`config.mk`:
```
export PLATFORM = sky130hd
export DESIGN_NAME = room_hud_blitter
export DESIGN_NICKNAME = d
export VERILOG_FILES = /design/src/rtl/room_hud_blitter.sv
export SDC_FILE = /design/constraint.sdc
export NUM_CORES = 1
export LEC_CHECK = 0
export BUFFER_PORTS_ARGS = -buffer_cell sky130_fd_sc_hd__buf_2
export CAP_MARGIN = 20
export CORE_MARGIN = 4
export CORE_UTILIZATION = 30
export DETAILED_ROUTE_END_ITERATION = 10
export GPL_ROUTABILITY_DRIVEN = 1
export HOLD_SLACK_MARGIN = 0.02
export SLEW_MARGIN = 20
export SYNTH_ARGS = -nofsm -noshare
export SYNTH_HDL_FRONTEND = slang
export SYNTH_SLANG_ARGS = --single-unit
```
`constraint.sdc`:
```
create_clock -name CLK -period 2 [get_ports CLK]
set_clock_uncertainty 0.1 [all_clocks]
set_input_delay 0.4 -clock CLK [delete_from_list [all_inputs] [get_ports CLK]]
set_output_delay 0.4 -clock CLK [all_outputs]
set_load 0.005 [all_outputs]
```
`src/rtl/room_hud_blitter.sv`:
```
// Room/HUD blitter: streams room tiles or HUD hearts into the frame buffer.
// Optional HUD_BORDER_EN paints the bottom HUD row with BORDER_COLOR.
module room_hud_blitter #(
    parameter int         SCREEN_W     = 320,
    parameter int         SCREEN_H     = 240,
    parameter int         HUD_H        = 16,
    parameter int         HEART_W      = 16,
    parameter int         ADDR_W       = 17,
    parameter logic [7:0] HEART_COLOR  = 8'hE0,
    parameter logic [7:0] HUD_BG       = 8'h00
`ifdef HUD_BORDER_EN
    ,
    parameter logic [7:0] BORDER_COLOR = 8'hFF
`endif
) (
    input  logic              CLK,
    input  logic              RESET,
    input  logic              DrawRoomEN,
    input  logic              DrawHudEN,
    input  logic [2:0]        PlayerHealth,
    input  logic [1:0]        TileSel,
    output logic [9:0]        TileAddr,
    input  logic [7:0]        TileData,
    output logic [ADDR_W-1:0] FB_Addr,
    output logic [7:0]        FB_Data,
    output logic              FB_WE,
    output logic              DrawRoomDone,
    output logic              DrawHudDone
);

    localparam int XW    = $clog2(SCREEN_W);
    localparam int YW    = $clog2(SCREEN_H);
    localparam int HW    = (HEART_W > 1) ? $clog2(HEART_W) : 1;
    localparam int NSLOT = (SCREEN_W + HEART_W - 1) / HEART_W;
    localparam int SW    = $clog2(NSLOT + 1);

    typedef enum logic [2:0] {
        IDLE,
        ROOM,
        HUD,
        ROOM_DONE,
        HUD_DONE
    } state_t;

    state_t state, state_nx;

    logic [XW-1:0]     x;
    logic [YW-1:0]     y;
    logic [ADDR_W-1:0] row_base;
    logic [HW-1:0]     hx;
    logic [SW-1:0]     slot;
    logic [2:0]        health;
    logic              drain;

    logic              p_valid;
    logic              p_room;
    logic [ADDR_W-1:0] p_addr;
    logic [7:0]        p_color;

    logic              issue;
    logic              last_pix;
    logic [7:0]        hud_color;
    logic [3:0]        ry;

    // Next-state: requests, completion after drain, abort on EN drop
    always_comb begin
        state_nx = state;
        unique case (state)
            IDLE: begin
                if (DrawRoomEN)
                    state_nx = ROOM;
                else if (DrawHudEN)
                    state_nx = HUD;
            end
            ROOM: begin
                if (!DrawRoomEN)
                    state_nx = IDLE;
                else if (drain)
                    state_nx = ROOM_DONE;
            end
            HUD: begin
                if (!DrawHudEN)
                    state_nx = IDLE;
                else if (drain)
                    state_nx = HUD_DONE;
            end
            ROOM_DONE: begin
                if (!DrawRoomEN)
                    state_nx = IDLE;
            end
            HUD_DONE: begin
                if (!DrawHudEN)
                    state_nx = IDLE;
            end
            default: state_nx = IDLE;
        endcase
    end

    // Stage 0: pixel issue, end-of-scan detect and HUD colour
    always_comb begin
        issue     = 1'b0;
        last_pix  = 1'b0;
        hud_color = HUD_BG;
        ry        = 4'(y - YW'(HUD_H));
        if (state == ROOM) begin
            issue    = DrawRoomEN && !drain;
            last_pix = (x == XW'(SCREEN_W - 1)) &&
                       (y == YW'(SCREEN_H - 1));
        end else if (state == HUD) begin
            issue    = DrawHudEN && !drain;
            last_pix = (x == XW'(SCREEN_W - 1)) &&
                       (y == YW'(HUD_H - 1));
        end
        if (int'(slot) < int'(health))
            hud_color = HEART_COLOR;
`ifdef HUD_BORDER_EN
        if (y == YW'(HUD_H - 1))
            hud_color = BORDER_COLOR;
`endif
    end

    assign TileAddr     = (state == ROOM) ? {TileSel, ry, x[3:0]} : 10'd0;
    assign FB_WE        = p_valid;
    assign FB_Addr      = p_addr;
    assign FB_Data      = p_room ? TileData : p_color;
    assign DrawRoomDone = (state == ROOM_DONE);
    assign DrawHudDone  = (state == HUD_DONE);

    // State register
    always_ff @(posedge CLK) begin
        if (RESET)
            state <= IDLE;
        else
            state <= state_nx;
    end

    // Raster counters, row base and stage-1 pixel register
    always_ff @(posedge CLK) begin
        if (RESET) begin
            x        <= '0;
            y        <= '0;
            row_base <= '0;
            hx       <= '0;
            slot     <= '0;
            health   <= '0;
            drain    <= 1'b0;
            p_valid  <= 1'b0;
            p_room   <= 1'b0;
            p_addr   <= '0;
            p_color  <= '0;
        end else begin
            p_valid <= issue;
            if (issue) begin
                p_addr  <= row_base + ADDR_W'(x);
                p_room  <= (state == ROOM);
                p_color <= (state == HUD) ? hud_color : 8'h00;
            end
            if (state == IDLE && state_nx == ROOM) begin
                x        <= '0;
                y        <= YW'(HUD_H);
                row_base <= ADDR_W'(HUD_H * SCREEN_W);
                hx       <= '0;
                slot     <= '0;
                drain    <= 1'b0;
            end else if (state == IDLE && state_nx == HUD) begin
                x        <= '0;
                y        <= '0;
                row_base <= '0;
                hx       <= '0;
                slot     <= '0;
                drain    <= 1'b0;
                health   <= PlayerHealth;
            end else if (issue) begin
                if (last_pix) begin
                    drain <= 1'b1;
                end else if (x == XW'(SCREEN_W - 1)) begin
                    x        <= '0;
                    y        <= y + 1'b1;
                    row_base <= row_base + ADDR_W'(SCREEN_W);
                    hx       <= '0;
                    slot     <= '0;
                end else begin
                    x <= x + 1'b1;
                    if (hx == HW'(HEART_W - 1)) begin
                        hx   <= '0;
                        slot <= slot + 1'b1;
                    end else begin
                        hx <= hx + 1'b1;
                    end
                end
            end
        end
    end

endmodule

```
# After elaboration in Yosys (flattened, before gate mapping)
# Cells that the tools add are included.
# totals
ff_bits,77
output_inout_bits,38
word_cells,85
# op_classes
addsub,7
n_mux,32
n_eq_ne,11
n_reduce_logical,18
n_bitwise,2
order_cmp,1
# ops
op,count
13-bit 2-to-1 mux,5
5-bit 2-to-1 mux,7
3-bit 2-to-1 mux,8
8-bit 2-to-1 mux,3
17-bit by 9-bit adder with 17-bit output,1
"17-bit by 9-bit adder with 17-bit output, second input constant",1
3-bit case mux with 5 select lines,1
10-bit 2-to-1 mux,1
"9-bit by 1-bit adder with 9-bit output, second input constant",1
"3-bit by 2-bit == test with 1-bit output, second input constant",3
"9-bit == test, second input constant",1
9-bit 2-to-1 mux,1
3-bit AND reduction,3
"8-bit by 1-bit adder with 8-bit output, second input constant",1
"8-bit by 4-bit == test with 1-bit output, second input constant",1
"8-bit == test, second input constant",1
4-bit 2-to-1 mux,2
"3-bit by 1-bit == test with 1-bit output, second input constant",2
1-bit logical AND,6
2-bit AND reduction,3
3-bit nonzero test,2
"5-bit by 1-bit adder with 5-bit output, second input constant",1
5-bit by 3-bit < comparator with 1-bit output,1
"4-bit by 1-bit adder with 4-bit output, second input constant",1
10 further kinds,14

# Depth between registers and ports, before layout
# depth
word_depth,8
depth_mapped,8

# Worst setup path before layout
# No wires, ideal clock.
# synth_timing
kind,register to register
startpoint,register x[6]
endpoint,"register p_addr[14], in the netlist FB_Addr[14]"
stages_incl_launch_ff,8
t_arrival_ns,1.837
setup_ns,0.091
synth_period_minus_slack_ns,2.028
path_slack_ns,-0.028
path_cell_list,dfxtp_1 ha_1 inv_1 fa_1 nor2b_1 o21ai_0 or3_1 a311oi_1
# synth_between
elab_chain_len,1
# synth_rtl
element,line,text
"start, declared",47,logic [XW-1:0] x;
"start signal, assigned",183,x <= x + 1'b1;
17-bit by 9-bit adder with 17-bit output,154,p_addr <= row_base + ADDR_W'(x);
"end signal, assigned",154,
"end, declared",57,logic [ADDR_W-1:0] p_addr;
# No other way between the ends.
# A chain may end at the register's enable or synchronous reset.

# Final worst setup path
# layout_timing
startpoint,register x[7]
endpoint,register row_base[16]
# layout_between
elab_chain_len,6
word_cells_on_any_way,7
classes_between,1 x eq/ne; 2 x mux; 1 x bitwise; 3 x reduce/logical
# layout_rtl
element,line,text
9-bit == test *,"107, 111, 176",
1-bit logical AND,111,last_pix = (x == XW'(SCREEN_W - 1)) &&
1-bit 2-to-1 mux,109,end else if (state == HUD) begin
1-bit 2-to-1 mux,105,if (state == ROOM) begin
1-bit inverter (no source line),n/a,
3-bit AND reduction (no source line) *,n/a,
"end signal, assigned",161,row_base <= ADDR_W'(HUD_H * SCREEN_W);
"end signal, assigned",179,row_base <= row_base + ADDR_W'(SCREEN_W);
"end, declared",49,logic [ADDR_W-1:0] row_base;
# Every way passes the cells marked *; elsewhere a longest branch is shown, timed or not.

==> summary.md <==
| Metric | Value |
|---|---|
| Synth warn | `0` |
| # diodes | `0` |
| Vias | `roughly 3,200` |
| Detail Route Antenna Nets | `0` |
| Root Buffer | `clkbuf_8` |
| DRT Pass-1 Iters | `4` |
| Clock power frac | `between 40 and 50%` |
| # rows | `37` |
| I/O pin cnt | `between 50 and 60` |
| DRT Wirelength | `about 8600 um` |
| Area Overhead vs Synth | `32.15%` |
| CTS clk-pin slew, worst paths | `~0.070 ns` |
| Count of flip-flops with a built-in enable after synthesis | `0` |
| Gpl congestion | `~0.92` |
| Hold Fails Final Rpt | `0` |
| Overall power | `~2.7 mW` |
| Final Non-Filler Cells | `624` |
| Max_slew headroom | `60.31%` |
| Initial antenna violation count | `0` |
| Die area | `12,520 um^2` |
| CTS H-Tree Depth | `3` |
| GRT overflow | `0` |
| Area of the core | `about 10,000 um^2` |
| TritonCTS clock tree | `yes` |
| Slew Limit Fails | `0` |
| Total GRT Usage | `between 10% and 20%` |
| RSZ-0062 raised after global routing | `yes` |
| Logic pwr share | `a little under a tenth` |
| Most common cell in the netlist | `dfxtp_1` |
| Sequential share of the synthesized area | `between 30% and 40%` |
| Slowest stage delay, CP | `approximately 0.50 ns` |
| Status | `finished with violations` |
| Synth Area per Inst | `about 8.3 um^2` |
| First DRT Iteration DRCs | `just under 200` |
| Gr busiest metal | `met2` |
| Synth top area cells | `dfxtp_1 (40%), a21oi_1 (5.3%), nand2_1 (4.8%)` |
| GRT met1 Usage | `between 10% and 20%` |
| Failing checks | `setup timing` |
| Vias in the first global route | `between 2,000 and 3,000` |
| Crit path DAT | `roughly 2.2 ns` |
| Count of state elements after synthesis | `64` |
| Avg WL per Cell | `~14 um` |
| Lkg Pwr | `1.742 nW` |
| Final Util | `roughly 41%` |
| Setup-failing EPs final | `2` |
| Internal | `slightly below 2 mW` |
| CP Launch Type | `register` |
| Crit path cell chain | `or3b_4 > nor3_4 > o211ai_4 > buf_6 > or4_4 > a21oi_2` |
| CTS buffer count | `9` |
| Yosys top cell area share | `about 40%` |
| Global-route track usage on met2 | `20.66%` |
| Worst Path Required | `roughly 2.2 ns` |
| Worst Setup End Kind | `register` |
| Maximum fanout along the worst path | `4` |
| Peak Freq | `between 400 and 500 MHz` |
| Nets | `511` |
| Post-synthesis cell count | `just under 400` |
| Synth Flop Type | `dfxtp_1` |
| Vias per cell | `5.063` |
| PD cells | `around 620 nW/um^2` |
| Worst-Skew Late Latency | `approximately 0.34 ns` |
| Initial core utilization | `31.09%` |
| Tmin final | `roughly 2.1 ns` |
| Clock Sinks | `between 60 and 70` |
| Syn nets | `roughly 420` |
| Die Y | `111.9 um` |
| Pin count of the biggest net entering global routing | `29` |
| CP max-delay cell | `or4_4` |
| Min setup slack post-route | `-0.05756 ns` |
| Hold_ws | `approximately 0.19 ns` |
| P_sw | `slightly below 700 uW` |
| Slew @ Worst Pin | `between 0.5 and 0.6 ns` |
| Synth cell types | `55` |
| Area leader, netlist | `dfxtp_1` |
| Die W | `around 110 um` |
| Hold WC Path Type | `in -> reg` |
| First-pass GRT wire length | `14,010 um` |
| Critical path class | `reg -> reg` |
| Share of cells above drive strength 1 | `a little under a third` |
| Area post-placement | `a little under 4000 um^2` |
| Peak supply drop | `just under 0.3 mV` |
| DRC | `0` |
| Post-detailed-placement half-perimeter wirelength | `6376 um` |
| Async S/R FF share, synth | `0%` |
| CTS Buffer Depth | `2` |
| Max-cap viol count | `0` |
| Port Buffers | `between 50 and 60` |
| Synth Cell Area | `about 3200 um^2` |
| Reg power frac | `roughly half` |
| GR Util met3 | `under 10%` |
| Placed cells | `approximately 600` |
| Design Area, Final | `roughly 4300 um^2` |
| Switching Share | `~26%` |
| Commonest cells post-synth | `dfxtp_1 (64), nand2_1 (41), nor2_1 (37)` |
| Final period util | `102.9%` |
[sequential cells by signal, indices dropped and copies added, names as in the netlist]
signal	flops
health	3
y	8
slot	5
p_color	1
FB_WE	1
state	3
FB_Addr	17
p_room	1
x	9
hx	4
row_base	11
drain	1
[cells in the final DEF, fill, tap and decap left out, types with 8 or more instances in the layout]
| cell type | Yosys | routed |
|---|---|---|
| ha_1 | 10 | 8 |
| nor2_1 | 37 | 37 |
| clkbuf_8 | 0 | 9 |
| inv_1 | 11 | 11 |
| nand3_1 | 11 | 11 |
| a21oi_1 | 34 | 30 |
| or3_1 | 22 | 21 |
| and2_1 | 17 | 17 |
| o21ai_0 | 26 | 25 |
| buf_4 | 2 | 43 |
| dfxtp_1 | 64 | 58 |
| buf_2 | 2 | 54 |
| nand2_1 | 41 | 41 |
[stage by stage]
step	worst slack, ns	TNS, ns
final	-0.05756	-0.07790
after global routing	-0.1025	-0.4777
after detailed placement	-0.02924	-0.05111
after CTS	0.02795	0
after global placement	0.03168	0
after floorplan	0.01632	0
[final timing paths]
check	slack, ns	endpoint	startpoint	cells after the start
worst max register to register	-0.06	row_base[16]	x[7]	6
worst min-delay path	0.19	health[1]	PlayerHealth[1]	3
worst min register to register	0.35	FB_Addr[6]	FB_Addr[6]	2
worst max-delay path	-0.06	row_base[16]	x[7]	6
[layer usage]
layer / wire length (um) / vias up / part of all wire [%]
li1: - / 1577 / -
met1: 4105 / 1466 / 48
met2: 3738 / 101 / 43
met3: 596 / 15 / 6.9
met4: 166 / 0 / 1.9
met5: 0 / - / 0
[kinds of logic after synthesis]
kind of cell / share of synthesized area [%]
fa+ha+maj: 4.482
simple gates: 28.40
flops: 39.57
buf+inv: 3.671
mux: 2.859
compound gates: 17.77
xor+xnor: 3.246
[power by group through the flow]
stage / clock [mW] / combinational [mW] / sequential [mW]
2_1_floorplan: 0 / 0.132 / 1.35
3_3_place_gp: 0 / 0.233 / 1.35
3_5_place_dp: 0 / 0.237 / 1.35
4_1_cts: 1.12 / 0.239 / 1.32
5_1_grt: 1.17 / 0.267 / 1.33
6_report: 1.09 / 0.241 / 1.32
[area by class of cell]
| class | count | area, um^2 |
|---|---|---|
| multi-input combinational | 295 | 1933 |
| fill | 1039 | 6137 |
| inverter | 11 | 41.29 |
| timing repair buffer | 102 | 658.1 |
| sequential | 64 | 1289 |
| tap | 136 | 170.2 |
| clock inverter | 6 | 60.06 |
| clock buffer | 10 | 127.6 |
[critical path: cells and delay by family (launching register included)]
family	cells	cell delay, ns
AOI/OAI and AO/OA	2	0.25
buffers and inverters	1	0.15
DFF	1	0.33
and+or+nand+nor	3	1.16
[what timing repair did]
action	CTS	global route
hold buffers	0	0
endpoints found under the setup margin	14	36
gates resized for setup	4	28
setup buffers	0	6
pin swaps	1	14
No activity file was read; power rests on OpenSTA's default activity.
